`config.mk`:
```
export PLATFORM = sky130hd
export DESIGN_NAME = program_loader
export DESIGN_NICKNAME = d
export VERILOG_FILES = /design/src/rtl/loader_pkg.sv /design/src/rtl/loader_timeout.sv /design/src/rtl/program_loader.sv
export SDC_FILE = /design/constraint.sdc
export NUM_CORES = 1
export LEC_CHECK = 0
export BUFFER_PORTS_ARGS = -buffer_cell sky130_fd_sc_hd__buf_2
export CAP_MARGIN = 15
export CELL_PAD_IN_SITES_DETAIL_PLACEMENT = 0
export CELL_PAD_IN_SITES_GLOBAL_PLACEMENT = 1
export CORE_AREA = 2 2 109 111
export CTS_CLUSTER_SIZE = 12
export DETAILED_ROUTE_END_ITERATION = 7
export DIE_AREA = 0 0 111 113
export PLACE_DENSITY = 0.8
export SLEW_MARGIN = 20
export SYNTH_ARGS = -nofsm -noshare
export SYNTH_HDL_FRONTEND = slang
export SYNTH_SLANG_ARGS = --single-unit
export TNS_END_PERCENT = 1
```
`constraint.sdc`:
```
create_clock -name clk -period 2.6 [get_ports clk]
set_input_delay 0.52 -clock clk [delete_from_list [all_inputs] [get_ports clk]]
set_output_delay 0.52 -clock clk [all_outputs]
set_load 0.01 [all_outputs]
```
`src/rtl/loader_pkg.sv`:
```
// Shared types and constants for the boot-time program loader.
package loader_pkg;

  typedef enum logic [2:0] {
    ST_IDLE,
    ST_HDR_HI,
    ST_HDR_LO,
    ST_DATA,
    ST_WRITE,
    ST_DONE,
    ST_ERROR
  } state_t;

  localparam int BYTES_PER_WORD = 4;
  localparam int HDR_W          = 16;

  // States in which the loader is willing to take a stream byte.
  function automatic logic is_rx_state(state_t s);
    return (s == ST_HDR_HI) || (s == ST_HDR_LO) || (s == ST_DATA);
  endfunction

endpackage

```
`src/rtl/loader_timeout.sv`:
```
// Idle-cycle watchdog for the byte stream. Down-counter reloaded whenever
// the watch is off or a byte is accepted; expires at terminal count zero.
module loader_timeout #(
  parameter int TIMEOUT_CYCLES = 100000
) (
  input  logic clk,
  input  logic reset,
  input  logic enable,
  input  logic clear,
  output logic expired
);

  generate
    if (TIMEOUT_CYCLES == 0) begin : g_off
      logic unused_inputs;
      assign unused_inputs = ^{clk, reset, enable, clear};
      assign expired = 1'b0;
    end else begin : g_on
      localparam int CNT_W = (TIMEOUT_CYCLES > 1) ? $clog2(TIMEOUT_CYCLES) : 1;
      localparam logic [CNT_W-1:0] LOAD = CNT_W'(TIMEOUT_CYCLES - 1);

      logic [CNT_W-1:0] cnt;

      // Count idle cycles down from the limit; reload on acceptance or when not watching.
      always_ff @(posedge clk) begin
        if (reset) begin
          cnt <= LOAD;
        end else if (!enable || clear) begin
          cnt <= LOAD;
        end else if (cnt != '0) begin
          cnt <= cnt - CNT_W'(1);
        end
      end

      // An acceptance in the limit cycle masks expiry.
      assign expired = enable & ~clear & (cnt == '0);
    end
  endgenerate

endmodule

```
`src/rtl/program_loader.sv`:
```
// Boot-time loader: parses a 16-bit word-count header from a byte stream,
// assembles big-endian 32-bit words and writes them to instruction memory
// from address 0, holding the processor in reset until the load completes.
//
// state     | meaning
// ----------+----------------------------------------------------------
// IDLE      | waiting for start after reset
// HDR_HI    | waiting for header byte count[15:8] (no timeout)
// HDR_LO    | waiting for header byte count[7:0], then range check
// DATA      | collecting 4 bytes of the current word, MSB first
// WRITE     | one-cycle memory write of the assembled word
// DONE      | load complete, processor released
// ERROR     | bad header or stalled stream, processor held in reset
module program_loader
  import loader_pkg::*;
#(
  parameter int ADDR_W         = 10,
  parameter int TIMEOUT_CYCLES = 100000
) (
  input  logic              clk,
  input  logic              reset,
  input  logic              start,
  input  logic [7:0]        in_data,
  input  logic              in_valid,
  output logic              in_ready,
  output logic              mem_wren,
  output logic [ADDR_W-1:0] mem_addr,
  output logic [31:0]       mem_data,
  output logic              cpu_reset,
  output logic              done,
  output logic              error
);

  localparam int MAX_WORDS = 1 << ADDR_W;

  state_t             state;
  state_t             next_state;
  logic [7:0]         hdr_hi;
  logic [HDR_W-1:0]   count;
  logic [ADDR_W-1:0]  addr;
  logic [31:0]        word;
  logic [1:0]         byte_cnt;

  logic               accept;
  logic               restart;
  logic [HDR_W-1:0]   hdr_val;
  logic               hdr_bad;
  logic               last_word;
  logic               word_full;
  logic               tmo_enable;
  logic               tmo_expired;

  // in_ready is registered from the next state, so it tracks the current state.
  assign accept    = in_valid & in_ready;
  assign restart   = start & ((state == ST_IDLE) | (state == ST_DONE) | (state == ST_ERROR));
  assign hdr_val   = {hdr_hi, in_data};
  assign hdr_bad   = (hdr_val == '0) || (32'(hdr_val) > 32'(MAX_WORDS));
  assign last_word = (HDR_W'(addr) == (count - HDR_W'(1)));
  assign word_full = (byte_cnt == 2'(BYTES_PER_WORD - 1));

  assign tmo_enable = (state == ST_HDR_LO) | (state == ST_DATA);

  loader_timeout #(
    .TIMEOUT_CYCLES(TIMEOUT_CYCLES)
  ) u_timeout (
    .clk     (clk),
    .reset   (reset),
    .enable  (tmo_enable),
    .clear   (accept),
    .expired (tmo_expired)
  );

  assign mem_addr = addr;
  assign mem_data = word;

  // State register.
  always_ff @(posedge clk) begin
    if (reset) begin
      state <= ST_IDLE;
    end else begin
      state <= next_state;
    end
  end

  // Next-state decode; acceptance takes priority over a timeout in the same cycle.
  always_comb begin
    next_state = state;
    unique case (state)
      ST_IDLE: begin
        if (start) next_state = ST_HDR_HI;
      end
      ST_HDR_HI: begin
        if (accept) next_state = ST_HDR_LO;
      end
      ST_HDR_LO: begin
        if (accept)           next_state = hdr_bad ? ST_ERROR : ST_DATA;
        else if (tmo_expired) next_state = ST_ERROR;
      end
      ST_DATA: begin
        if (accept) begin
          if (word_full) next_state = ST_WRITE;
        end else if (tmo_expired) begin
          next_state = ST_ERROR;
        end
      end
      ST_WRITE: begin
        next_state = last_word ? ST_DONE : ST_DATA;
      end
      ST_DONE, ST_ERROR: begin
        if (start) next_state = ST_HDR_HI;
      end
      default: next_state = ST_IDLE;
    endcase
  end

  // Registered Moore outputs, decoded from the state being entered.
  always_ff @(posedge clk) begin
    if (reset) begin
      in_ready  <= 1'b0;
      mem_wren  <= 1'b0;
      cpu_reset <= 1'b1;
      done      <= 1'b0;
      error     <= 1'b0;
    end else begin
      in_ready  <= is_rx_state(next_state);
      mem_wren  <= (next_state == ST_WRITE);
      cpu_reset <= (next_state != ST_DONE);
      done      <= (next_state == ST_DONE);
      error     <= (next_state == ST_ERROR);
    end
  end

  // Header capture, byte-lane shift register and word address counter.
  always_ff @(posedge clk) begin
    if (reset) begin
      hdr_hi   <= '0;
      count    <= '0;
      addr     <= '0;
      word     <= '0;
      byte_cnt <= '0;
    end else begin
      if (restart) begin
        addr     <= '0;
        word     <= '0;
        byte_cnt <= '0;
      end
      if (state == ST_HDR_HI && accept) begin
        hdr_hi <= in_data;
      end
      if (state == ST_HDR_LO && accept) begin
        count <= hdr_val;
      end
      if (state == ST_DATA && accept) begin
        word     <= {word[23:0], in_data};
        byte_cnt <= byte_cnt + 2'd1;
      end
      // Hold the address on the final word so it never steps past count-1.
      if (state == ST_WRITE && !last_word) begin
        addr <= addr + ADDR_W'(1);
      end
    end
  end

endmodule

```
# == Word level (Yosys, flattened, before mapping) ==
# Cells that the tools add are included.
# W data, S select, Z words.
# totals
wordCells,73
ff_bits,93
inputBits,12
output_inout_bits,47
# classes
eq_ne,15
n_mux,15
order_cmp,1
reduce_logical,18
n_addsub,4
bitwise,8
# op_table
operator,count
$mux W32,2
$mux W3,8
$mux W10,2
$eq A3 B3 Y1 const B,6
$logic_not A17 Y1,1
$reduce_bool A17 Y1,1
$sub A17 B1 Y17 const B,1
$eq A10 B16 Y1,1
$gt A16 B11 Y1 const B,1
$logic_not A16 Y1,1
$sub A16 B1 Y16 const B,1
$pmux W3 S5,1
$eq A3 B2 Y1 const B,4
$add A10 B1 Y10 const B,1
$eq A3 B1 Y1 const B,2
$and A1 B1 Y1,4
$logic_and A1 B1 Y1,4
$logic_or A1 B1 Y1,4
$mux W2,2
$reduce_bool A2 Y1,2
$logic_not A3 Y1,1
$ne A3 B3 Y1 const B,1
$or A1 B1 Y1,3
$reduce_or A3 Y1,1
other kinds (5),6

# == Depth between registers and ports, before layout ==
# Gate-level depths: netlist of the first run.
# depth
word_depth,10
depth_mapped,10

# == Hierarchy ==
# From an unflattened synthesis of the first run, not the netlist that was laid out.
# unflattened
cells_unflattened,557
area_unflattened_um2,4486.8
# by_module_without_submodules
module,area_each_um2,instances,cells_each
program_loader,3555.9,1,442
loader_timeout,930.9,1,115

# == Least setup slack after synthesis of the first run ==
# No wires, ideal clock.
# synth_path
kind,flip-flop to flip-flop
start,register count[0]
end,"register addr[4], in the netlist mem_addr[4]"
path_stages_with_launch,11
required_ns,2.467
arrival_ns,2.372
path_slack_ns,0.094
synth_period_minus_slack_ns,2.506
cell_sequence,dfxtp_1 > inv_1 > ha_1 > nor4b_4 > a21oi_1 > or4_4 > a2111oi_4 > o2111ai_2 > buf_6 > nand3_2 > o221ai_1
# synth_between
elab_chain_cells,5
elab_cells_between_ends,6
cone_classes,add/sub: 1; eq/ne: 1; mux: 1; reduce/logical: 3
# synth_rtl
item,line_no,rtl
from (decl),program_loader.sv:39,logic [HDR_W-1:0] count;
from (signal assigned),program_loader.sv:151,count <= hdr_val;
$sub A16 B1 Y16 *,program_loader.sv:58,assign last_word = (HDR_W'(addr) == (count - HDR_W'(1)));
$eq A10 B16 Y1 *,program_loader.sv:58,
$logic_not A1 Y1 *,program_loader.sv:158,if (state == ST_WRITE && !last_word) begin
$logic_and A1 B1 Y1 *,program_loader.sv:158,
$mux W10 or $reduce_bool A2 Y1 (tied branches),-,
to (signal assigned),program_loader.sv:159,addr <= addr + ADDR_W'(1);
to (decl),program_loader.sv:40,logic [ADDR_W-1:0] addr;
# Every way passes the cells marked *; elsewhere a longest branch is shown, timed or not.
# A chain may end at the register's enable or synchronous reset.

# == Worst setup path after layout of the first run ==
# Ends and elaborated chain as after synthesis.

==> results of run 1 <==
[cell families (layout without fill, tap and decap cells)]
logic type | Yosys count | count (layout)
adder cells (fa/ha/maj) | 5 | 5
AO/OA/AOI/OAI | 95 | 95
flip-flops | 93 | 93
multiplexers | 25 | 25
XOR/XNOR | 23 | 23
AND/OR/NAND/NOR | 199 | 199
buffers and inverters | 38 | 110
[routing by layer]
metal  global-route usage [%]  vias to the layer above  wire length [um]
li1                         -                     1874                 -
met3                     2.68                       14               470
met2                     27.0                       87              4920
met1                     23.1                     1775              5010
met5                        0                        -                 0
met4                     7.42                        0               167
[cells in the final DEF, fill, tap and decap left out, types with 6 or more instances in the layout]
cell type  synthesis  final
dfxtp_1           93     93
nor2_1            83     82
buf_2              1     59
a22oi_1           33     33
mux2i_1           25     25
nand2_1           24     23
buf_4              1     20
xnor2_1           15     15
o21ai_0           15     14
inv_1             13     13
nand3_1           12     12
nor4_1            13     12
a21oi_1           11     10
nor3_1            12     10
clkbuf_16          0      9
nor2b_1            8      8
xor2_1             8      8
nand2b_1           6      6
or3_1              6      6
[timing repair]
action                                 in CTS  in global routing
gates cloned                                1                  0
buffers inserted                            0                  1
setup endpoints to repair                   9                 16
endpoints found under the hold margin       0                  0
pin swaps                                   3                  4
resized for setup                           8                  5
[state kept, by name, summed over array words and instances, names as in the netlist]
register,cells
state,3
cpu_reset,1
error,1
count,16
mem_data,32
hdr_hi,8
mem_wren,1
done,1
mem_addr,10
in_ready,1
byte_cnt,2
u_timeout.g_on.cnt,17
[per-stage QoR]
| stage | instances | setup WS, ns |
|---|---|---|
| 2_1_floorplan | 478 | 0.0943 |
| 3_3_place_gp | 675 | 0.0326 |
| 3_5_place_dp | 675 | -0.0464 |
| 4_1_cts | 692 | 0.0103 |
| 5_1_grt | 693 | -0.150 |
| 6_report | 693 | -0.0163 |
[where the power goes]
part	total, mW	switching, mW	internal (mW)
sequential	1.44	0.0133	1.43
clock	1.26	0.569	0.689
combinational	0.127	0.0850	0.0423
total	2.83	0.667	2.16
[worst max-delay path by stage]
stage                         from     endpoint  slack [ns]  depth (start not counted)
final                     count[0]  mem_addr[4]       -0.02                         10
after global routing      count[0]  mem_addr[4]       -0.15                         10
after CTS                 count[0]  mem_addr[5]        0.01                          9
after detailed placement  count[0]  mem_addr[4]       -0.05                         10
after global placement    count[0]  mem_addr[4]        0.03                         10
after floorplan           count[0]  mem_addr[4]        0.09                         10
[cell type report]
cell class              instances  area (um2)
multi-input cells             347        2350
clock inverters                 5        42.5
inverters                      14        52.6
well taps                     143         179
clock buffers                  11         243
fillers                      1064        6090
repair buffers                 80         457
flip-flops and latches         93        1860
[worst max-delay path: cells and delay by family, from the launching register on]
| family | cells | cell delay [ns] |
|---|---|---|
| AOI/OAI and AO/OA | 4 | 0.86 |
| adders and majority gates | 1 | 0.17 |
| buffers and inverters | 2 | 0.26 |
| and+or+nand+nor | 3 | 0.88 |
| DFF | 1 | 0.32 |
[synth_stat cells (all sizes together) (3+ instances only)]
library cell  count
nand2            24
a21oi            11
or2               3
and4              3
xnor2            15
nor4             14
nand3b            3
a22oi            33
o21ai            16
and2              3
nand3            13
nor3             13
mux2i            25
nor2b             8
buf               6
o2111ai           3
xor2              8
ha                5
o211ai            3
inv              13
or4               5
nand2b            6
clkbuf           18
nor2             83
a211oi            3
or3               6
dfxtp            93
and3              5
==> impl_metrics.env, run 1 <==
export IMPL_die_y_um=113
export IMPL_synth_top_family_by_area="simple AND/OR/NAND/NOR gates"
export IMPL_synth_edf_count=0
export IMPL_max_slew_margin_pct=55.9
export IMPL_rsz0062_at_grt="true"
export IMPL_drt_iter0_markers=162
export IMPL_die_x_um=111
export IMPL_drc=0
export IMPL_worstPathArrival_ns=2.83
export IMPL_synth_xor_area_share_pct=4.68
export IMPL_clock_fmax_mhz=382
export IMPL_stdcell_area_um2=5190
export IMPL_clkSlewWorstSetupHoldPaths_ns=0.07
export IMPL_synth_cell_types=68
export IMPL_wl_per_cell_um=15.3
export IMPL_yosysWarningCount=0
export IMPL_first_global_vias=3545
export IMPL_hp_start="reset"
export IMPL_dpl_hpwl_um=7400
export IMPL_fin_ws_ns=-0.0163
export IMPL_path_max_fanout=5
export IMPL_drtAntennaViolNets=0
export IMPL_portBuffers=58
export IMPL_fin_total_pwr_mw=2.83
export IMPL_synthAdderAreaFrac_pct=1.45
export IMPL_num_rows=39
export IMPL_gp_congestion=0.862
export IMPL_holdPathStages=2
export IMPL_synth_area_leaders="dfxtp_1 43%, nor2_1 7.2%, mux2i_1 5.8%"
export IMPL_violations="setup timing"
export IMPL_synth_simple_area_share_pct=24.3
export IMPL_startpoint_type="flip-flop"
export IMPL_hold_path_class="in -> reg"
export IMPL_post_route_min_period_ns=2.62
export IMPL_slowest_stage="or4_4"
export IMPL_cts_sinks=93
export IMPL_dpl_cell_area_um2=4830
export IMPL_synth_seq_cells=93
export IMPL_cts_tree="done"
export IMPL_cp_cell_sequence="inv_1 > ha_1 > nor4b_4 > a21oi_1 > or4_4 > a2111oi_4 > o2111ai_4 > buf_6 > nand3_2 > o221ai_1"
export IMPL_synth_compound_area_share_pct=16.9
export IMPL_initial_utilization_pct=38.2
export IMPL_slowest_delay_ns=0.44
export IMPL_synth_main_ff_cell="dfxtp_1"
export IMPL_path_class="reg -> reg"
export IMPL_ios=59
export IMPL_yosys_area_top_type="dfxtp_1"
export IMPL_synthMuxAreaShare_pct=5.82
export IMPL_core_area_um2=11300
export IMPL_final_max_slew_viol_count=0
export IMPL_outcome="finished, violations left"
export IMPL_powerDensity_nw_per_um2=546
export IMPL_grt_util_all_layers_pct=17.0
export IMPL_seq_area_frac_synth_pct=43.3
export IMPL_cap_viol_max_count=0
export IMPL_dr_pass1_iters=4
export IMPL_min_period_over_period_pct=101
export IMPL_rr_worst_depth=10
export IMPL_vias_per_cell=5.41
export IMPL_hold_violations=0
export IMPL_clock_latency_ns=0.34
export IMPL_syn_inst=478
export IMPL_r2r_end="mem_addr[4]"
export IMPL_holdPathEnd="state[0]"
export IMPL_dieArea_um2=12500
export IMPL_layout_drive_gt1_share_pct=22.7
export IMPL_fin_skew_ns=0.00523
export IMPL_diodes=0
export IMPL_syn_area_um2=4300
export IMPL_ctsHtreeMaxLevel=3
export IMPL_syn_to_final_growth_pct=20.5
export IMPL_cts_path_max_buffers=2
export IMPL_cts_buffers=9
export IMPL_timing_reg2reg_setup_slack_ns=-0.02
export IMPL_cp_required_ns=2.81
export IMPL_setup_tns_ns=-0.0175
export IMPL_reg2reg_from="count[0]"
export IMPL_antenna_found_initial=0
export IMPL_grt_pass1_wl_um=17700
export IMPL_ctsHoldBuffers=0
export IMPL_tightestPinTransition_ns=0.661
export IMPL_finalSetupViolCount=2
export IMPL_syn_area_per_cell_um2=9.00
export IMPL_async_reset_ff_share_pct=0
export IMPL_grt_ovfl_total=0
export IMPL_utilization_pct=46.0
export IMPL_holdWs_ns=0.429
export IMPL_power_leakage_nw=2.01
export IMPL_synth_nets=495
export IMPL_ir_drop_uv=373
export IMPL_vias=3750
export IMPL_nNetsFinal=562
export IMPL_cts_root_buf="clkbuf_16"
export IMPL_synth_top_area_share_pct=43.3
export IMPL_postRouteWirelength_um=10600
export IMPL_end_kind="flip-flop"
export IMPL_grt_max_degree=65
Power figures use the tool's default switching activity.
==> inputs of run 2 (changes only) <==
--- a/config.mk
+++ b/config.mk
@@ -9,11 +9,11 @@
 export CAP_MARGIN = 15
 export CELL_PAD_IN_SITES_DETAIL_PLACEMENT = 0
 export CELL_PAD_IN_SITES_GLOBAL_PLACEMENT = 1
-export CORE_AREA = 2 2 109 111
+export CORE_AREA = 2 2 92 130
 export CTS_CLUSTER_SIZE = 12
 export DETAILED_ROUTE_END_ITERATION = 7
-export DIE_AREA = 0 0 111 113
-export PLACE_DENSITY = 0.8
+export DIE_AREA = 0 0 94 132
+export PLACE_DENSITY = 0.81
 export SLEW_MARGIN = 20
 export SYNTH_ARGS = -nofsm -noshare
 export SYNTH_HDL_FRONTEND = slang
==> run 2 against run 1 <==
Effect of this change:
- the flow still finishes with violations (setup timing)
- fmax down 1.3%
- global-route usage up 0.12 points
- clock skew about the same
- die area down 1.1%
- utilization up 0.85 points
- worst setup slack worse by 0.034 ns
- critical endpoint is now done
- largest power group unchanged
==> impl_metrics.env, run 2 (same netlist as run 1, synthesis figures left out) <==
export IMPL_outcome="finished, violations left"
export IMPL_violations="setup timing"
export IMPL_drt_iter0_markers=171
export IMPL_postRouteWirelength_um=10600
export IMPL_end_kind="flip-flop"
export IMPL_num_rows=46
export IMPL_dpl_cell_area_um2=4870
export IMPL_gp_congestion=0.821
export IMPL_grt_pass1_wl_um=17400
export IMPL_fin_total_pwr_mw=2.90
export IMPL_min_period_over_period_pct=102
export IMPL_ios=59
export IMPL_instances_no_fill=700
export IMPL_pre_cts_ws_ns=-0.0318
export IMPL_nNetsFinal=568
export IMPL_max_slew_margin_pct=62.9
export IMPL_grt_util_all_layers_pct=17.1
export IMPL_layout_drive_gt1_share_pct=24.5
export IMPL_startpoint_type="flip-flop"
export IMPL_rsz0062_at_grt="true"
export IMPL_dpl_hpwl_um=7630
export IMPL_dp_cells=681
export IMPL_final_max_slew_viol_count=0
export IMPL_fin_ws_ns=-0.0501
export IMPL_clock_latency_ns=0.34
export IMPL_cts_path_max_buffers=2
export IMPL_core_area_um2=11200
export IMPL_clock_fmax_mhz=377
export IMPL_slowest_stage="or4_4"
export IMPL_dieArea_um2=12400
export IMPL_powerDensity_nw_per_um2=552
export IMPL_cts_buffers=9
export IMPL_path_buf_inv=1
export IMPL_initial_utilization_pct=38.3
export IMPL_post_route_min_period_ns=2.65
export IMPL_dr_pass1_iters=4
export IMPL_n_fill_cell=1106
export IMPL_path_delay_family="compound AO/OA/AOI/OAI gates"
export IMPL_antenna_found_initial=0
export IMPL_power_leakage_nw=2.04
export IMPL_drc=0
export IMPL_multiInputGateArea_um2=2360
export IMPL_largest_reg_flops=32
export IMPL_vias=3756
export IMPL_cap_viol_max_count=0
export IMPL_final_common_cell="dfxtp_1"
export IMPL_die_y_um=132
export IMPL_cts_sinks=93
export IMPL_diodes=0
export IMPL_grt_max_degree=56
export IMPL_vias_per_cell=5.37
export IMPL_drtAntennaViolNets=0
export IMPL_ctsHoldBuffers=0
export IMPL_hold_violations=0
export IMPL_ir_drop_uv=397
export IMPL_hold_path_class="in -> reg"
export IMPL_holdWs_ns=0.489
export IMPL_first_global_vias=3601
export IMPL_path_class="reg -> reg"
export IMPL_finalSetupViolCount=4
export IMPL_wl_per_cell_um=15.1
export IMPL_fin_skew_ns=0.00555
export IMPL_stdcell_area_um2=5260
export IMPL_cts_root_buf="clkbuf_16"
export IMPL_ctsHtreeMaxLevel=3
export IMPL_slowest_delay_ns=0.53
export IMPL_register_area_um2=1860
export IMPL_cts_tree="done"
export IMPL_syn_to_final_growth_pct=22.2
export IMPL_final_cell_mix="91 x dfxtp_1, 82 x nor2_1, 58 x buf_2, 33 x a22oi_1, 28 x buf_4"
export IMPL_path_max_fanout=5
export IMPL_portBuffers=58
export IMPL_cp_cell_sequence="inv_2 > ha_4 > nor4b_4 > a21oi_1 > or4_4 > a2111oi_4 > o2111ai_4 > o31ai_4 > nor2b_2"
export IMPL_worstPathArrival_ns=2.93
export IMPL_grt_ovfl_total=0
export IMPL_die_x_um=94
export IMPL_tightestPinTransition_ns=0.556
export IMPL_cp_required_ns=2.88
export IMPL_clkSlewWorstSetupHoldPaths_ns=0.07
## run 2: power breakdown
group	switching, mW	total, mW	leakage [nW]	internal [mW]
logic	0.0888	0.133	1.14	0.0443
clock network	0.550	1.33	0.150	0.776
registers	0.0137	1.45	0.751	1.43
total	0.653	2.90	2.04	2.25
## run 2: final timing paths
path,start,to,slack (ns),depth (start not counted)
setup reg to reg,count[0],done,-0.05,9
hold reg to reg,mem_data[24],mem_data[24],0.50,2
hold / removal,in_data[7],count[7],0.49,3
setup / recovery,count[0],done,-0.05,9
## run 2: repair_timing
item                       4_1_cts  5_1_grt
setup endpoints to repair       11       17
gates cloned                     0        0
pin swaps                        4        8
buffers inserted                 0        3
resized for setup                8       10
## run 2: cell type report
cell class	instances	area share, %
inverter	14	0.999
sequential	93	35.5
tap	144	3.43
clock buffer	11	4.62
multi-input combinational	347	44.9
clock inverter	5	1.09
timing repair buffer	86	9.52
## run 2: metal layers
layer,vias up,routed length [um],GRT usage [%]
li1,1868,-,-
met1,1792,4700,21.5
met2,75,5200,27.9
met3,21,416,3.60
met4,0,282,7.89
met5,-,0,0
## run 2: per-stage QoR
step / setup TNS (ns) / util [%]
after floorplan: 0 / -
after global routing: -1.03 / 46.9
after CTS: -0.00838 / 46.4
after global placement: 0 / 43.4
final: -0.142 / 46.9
after detailed placement: -0.115 / 43.4
## run 2: tightest hold or removal path: stages
cell and delay (ns):
buf_2 0.12, mux2i_1 0.07, nor2_1 0.07
==> inputs of run 3 (changes only) <==
--- a/config.mk
+++ b/config.mk
@@ -14,6 +14,7 @@
 export DETAILED_ROUTE_END_ITERATION = 7
 export DIE_AREA = 0 0 94 132
 export PLACE_DENSITY = 0.81
+export RECOVER_POWER = 50
 export SLEW_MARGIN = 20
 export SYNTH_ARGS = -nofsm -noshare
 export SYNTH_HDL_FRONTEND = slang
==> run 3 against run 2 <==
Effect of this change:
- non-clock buffer count is the same
- critical path depth is the same
- global-route usage did not move
- wire length about the same
- the run still ends with setup timing left
- largest cell class unchanged
- via count increased by 0.43%
- worst setup slack got worse by 0.0049 ns
- final area down 1.3%
- clock power about the same
- utilization fell by 0.62 points
- sequential cell count is the same
- first-iteration DRC count up 3.5%
==> impl_metrics.env, run 3 (same netlist as run 1, synthesis figures left out) <==
export IMPL_outcome="finished, violations left"
export IMPL_violations="setup timing"
export IMPL_end_kind="flip-flop"
export IMPL_drt_iter0_markers=177
export IMPL_cts_root_buf="clkbuf_16"
export IMPL_diodes=0
export IMPL_slowest_delay_ns=0.53
export IMPL_grt_ovfl_total=0
export IMPL_cts_tree="done"
export IMPL_path_max_fanout=5
export IMPL_max_slew_margin_pct=54.0
export IMPL_wl_per_cell_um=15.1
export IMPL_final_max_slew_viol_count=0
export IMPL_utilization_pct=46.2
export IMPL_dpl_cell_area_um2=4870
export IMPL_cts_sinks=93
export IMPL_n_fill_cell=1123
export IMPL_clkPwrFrac_pct=45.7
export IMPL_ctsHtreeMaxLevel=3
export IMPL_path_class="reg -> reg"
export IMPL_hold_violations=0
export IMPL_rr_worst_depth=9
export IMPL_dpl_hpwl_um=7630
export IMPL_power_frac_comb_pct=4.5
export IMPL_cts_buffers=9
export IMPL_num_rows=46
export IMPL_powerDensity_nw_per_um2=560
export IMPL_slowest_stage="or4_4"
export IMPL_ir_drop_uv=396
export IMPL_die_x_um=94
export IMPL_initial_utilization_pct=38.3
export IMPL_min_period_over_period_pct=102
export IMPL_clock_fmax_mhz=377
export IMPL_syn_to_final_growth_pct=20.6
export IMPL_postRouteWirelength_um=10600
export IMPL_antenna_found_initial=0
export IMPL_drtAntennaViolNets=0
export IMPL_cp_cell_sequence="inv_2 > ha_4 > nor4b_4 > a21oi_1 > or4_4 > a2111oi_4 > o2111ai_4 > o31ai_4 > nor2b_2"
export IMPL_vias=3772
export IMPL_clkSlewWorstSetupHoldPaths_ns=0.07
export IMPL_dr_pass1_iters=5
export IMPL_cp_startpoint="count[0]"
export IMPL_swShare_pct=22.5
export IMPL_cts_path_max_buffers=2
export IMPL_grt_max_degree=56
export IMPL_ios=59
export IMPL_startpoint_type="flip-flop"
export IMPL_final_common_cell="dfxtp_1"
export IMPL_cap_viol_max_count=0
export IMPL_post_route_min_period_ns=2.66
export IMPL_sequentialPowerShare_pct=49.8
export IMPL_worstPathArrival_ns=2.93
export IMPL_clock_latency_ns=0.34
export IMPL_pre_cts_ws_ns=-0.0318
export IMPL_holdPathStages=3
export IMPL_hp_start="in_data[7]"
export IMPL_fin_ws_ns=-0.0550
export IMPL_fin_skew_ns=0.00545
export IMPL_p_int_mw=2.25
export IMPL_tightestPinTransition_ns=0.690
export IMPL_rsz0062_at_grt="true"
export IMPL_grt_util_all_layers_pct=17.1
export IMPL_layout_drive_gt1_share_pct=15.8
export IMPL_reg2reg_from="count[0]"
export IMPL_die_y_um=132
export IMPL_final_cell_mix="91 x dfxtp_1, 82 x nor2_1, 49 x clkbuf_1, 33 x a22oi_1, 25 x mux2i_1"
export IMPL_multiInputGateArea_um2=2360
export IMPL_largest_reg_flops=32
export IMPL_portBuffers=58
export IMPL_vias_per_cell=5.39
export IMPL_nNetsFinal=568
export IMPL_core_area_um2=11200
export IMPL_holdWs_ns=0.490
export IMPL_cp_required_ns=2.88
export IMPL_register_area_um2=1860
export IMPL_first_global_vias=3601
export IMPL_drc=0
export IMPL_gp_congestion=0.821
export IMPL_ctsHoldBuffers=0
export IMPL_finalSetupViolCount=5
export IMPL_stdcell_area_um2=5190
export IMPL_grt_pass1_wl_um=17400
export IMPL_switchingPower_mw=0.654
export IMPL_power_leakage_nw=1.83
export IMPL_hold_path_class="in -> reg"
export IMPL_dieArea_um2=12400
==> run 3: metrics by stage <==
stage / setup TNS, ns / total power, mW / cells
3_3_place_gp: 0 / 1.60 / 681
6_report: -0.160 / 2.90 / 700
4_1_cts: -0.00838 / 2.94 / 697
3_5_place_dp: -0.115 / 1.61 / 681
5_1_grt: -1.03 / 3.00 / 700
2_1_floorplan: 0 / 1.56 / 478
==> run 3: power by group through the flow <==
stage | Sequential, mW | Clock [mW] | Combinational (mW)
CTS | 1.44 | 1.36 | 0.132
floorplan | 1.47 | 0 | 0.0850
global route | 1.45 | 1.41 | 0.145
detailed placement | 1.48 | 0 | 0.130
global placement | 1.48 | 0 | 0.127
finish | 1.45 | 1.33 | 0.132
==> run 3: area by class of cell <==
cell class | instances | share of cell area, %
Clock buffer | 11 | 4.68
Clock inverter | 5 | 1.11
Inverter | 14 | 1.01
Multi-Input combinational cell | 347 | 45.5
Sequential cell | 93 | 35.9
Tap cell | 144 | 3.47
Timing Repair Buffer | 86 | 8.30
==> run 3: worst max-delay path, delay by kind of cell, from the launching register on <==
| family | cells | cell delay, ns |
|---|---|---|
| adder cells (fa/ha/maj) | 1 | 0.13 |
| buffers and inverters | 1 | 0.08 |
| AO/OA/AOI/OAI | 4 | 1.12 |
| flip-flops | 1 | 0.33 |
| AND/OR/NAND/NOR | 3 | 0.94 |
==> run 3: path summary, 6_finish.rpt <==
| check | to | slack (ns) |
|---|---|---|
| setup / recovery | done | -0.06 |
| hold / removal | count[7] | 0.49 |
| hold reg to reg | mem_data[24] | 0.50 |
| setup reg to reg | done | -0.06 |
==> run 3: per-layer routing <==
layer / GRT usage, % / vias to the layer above / wire (um) / part of all wire [%]
met5: 0 / - / 0 / 0
met4: 7.89 / 0 / 282 / 2.7
met3: 3.60 / 21 / 418 / 3.9
met2: 27.9 / 89 / 5210 / 49
met1: 21.5 / 1794 / 4680 / 44
li1: - / 1868 / - / -
==> run 3: repair_timing <==
| item | CTS | global route |
|---|---|---|
| setup endpoints to repair | 11 | 17 |
| setup buffers | 0 | 3 |
| hold endpoints to repair | 0 | 0 |
| pin swaps | 4 | 8 |
| resized for setup | 8 | 10 |
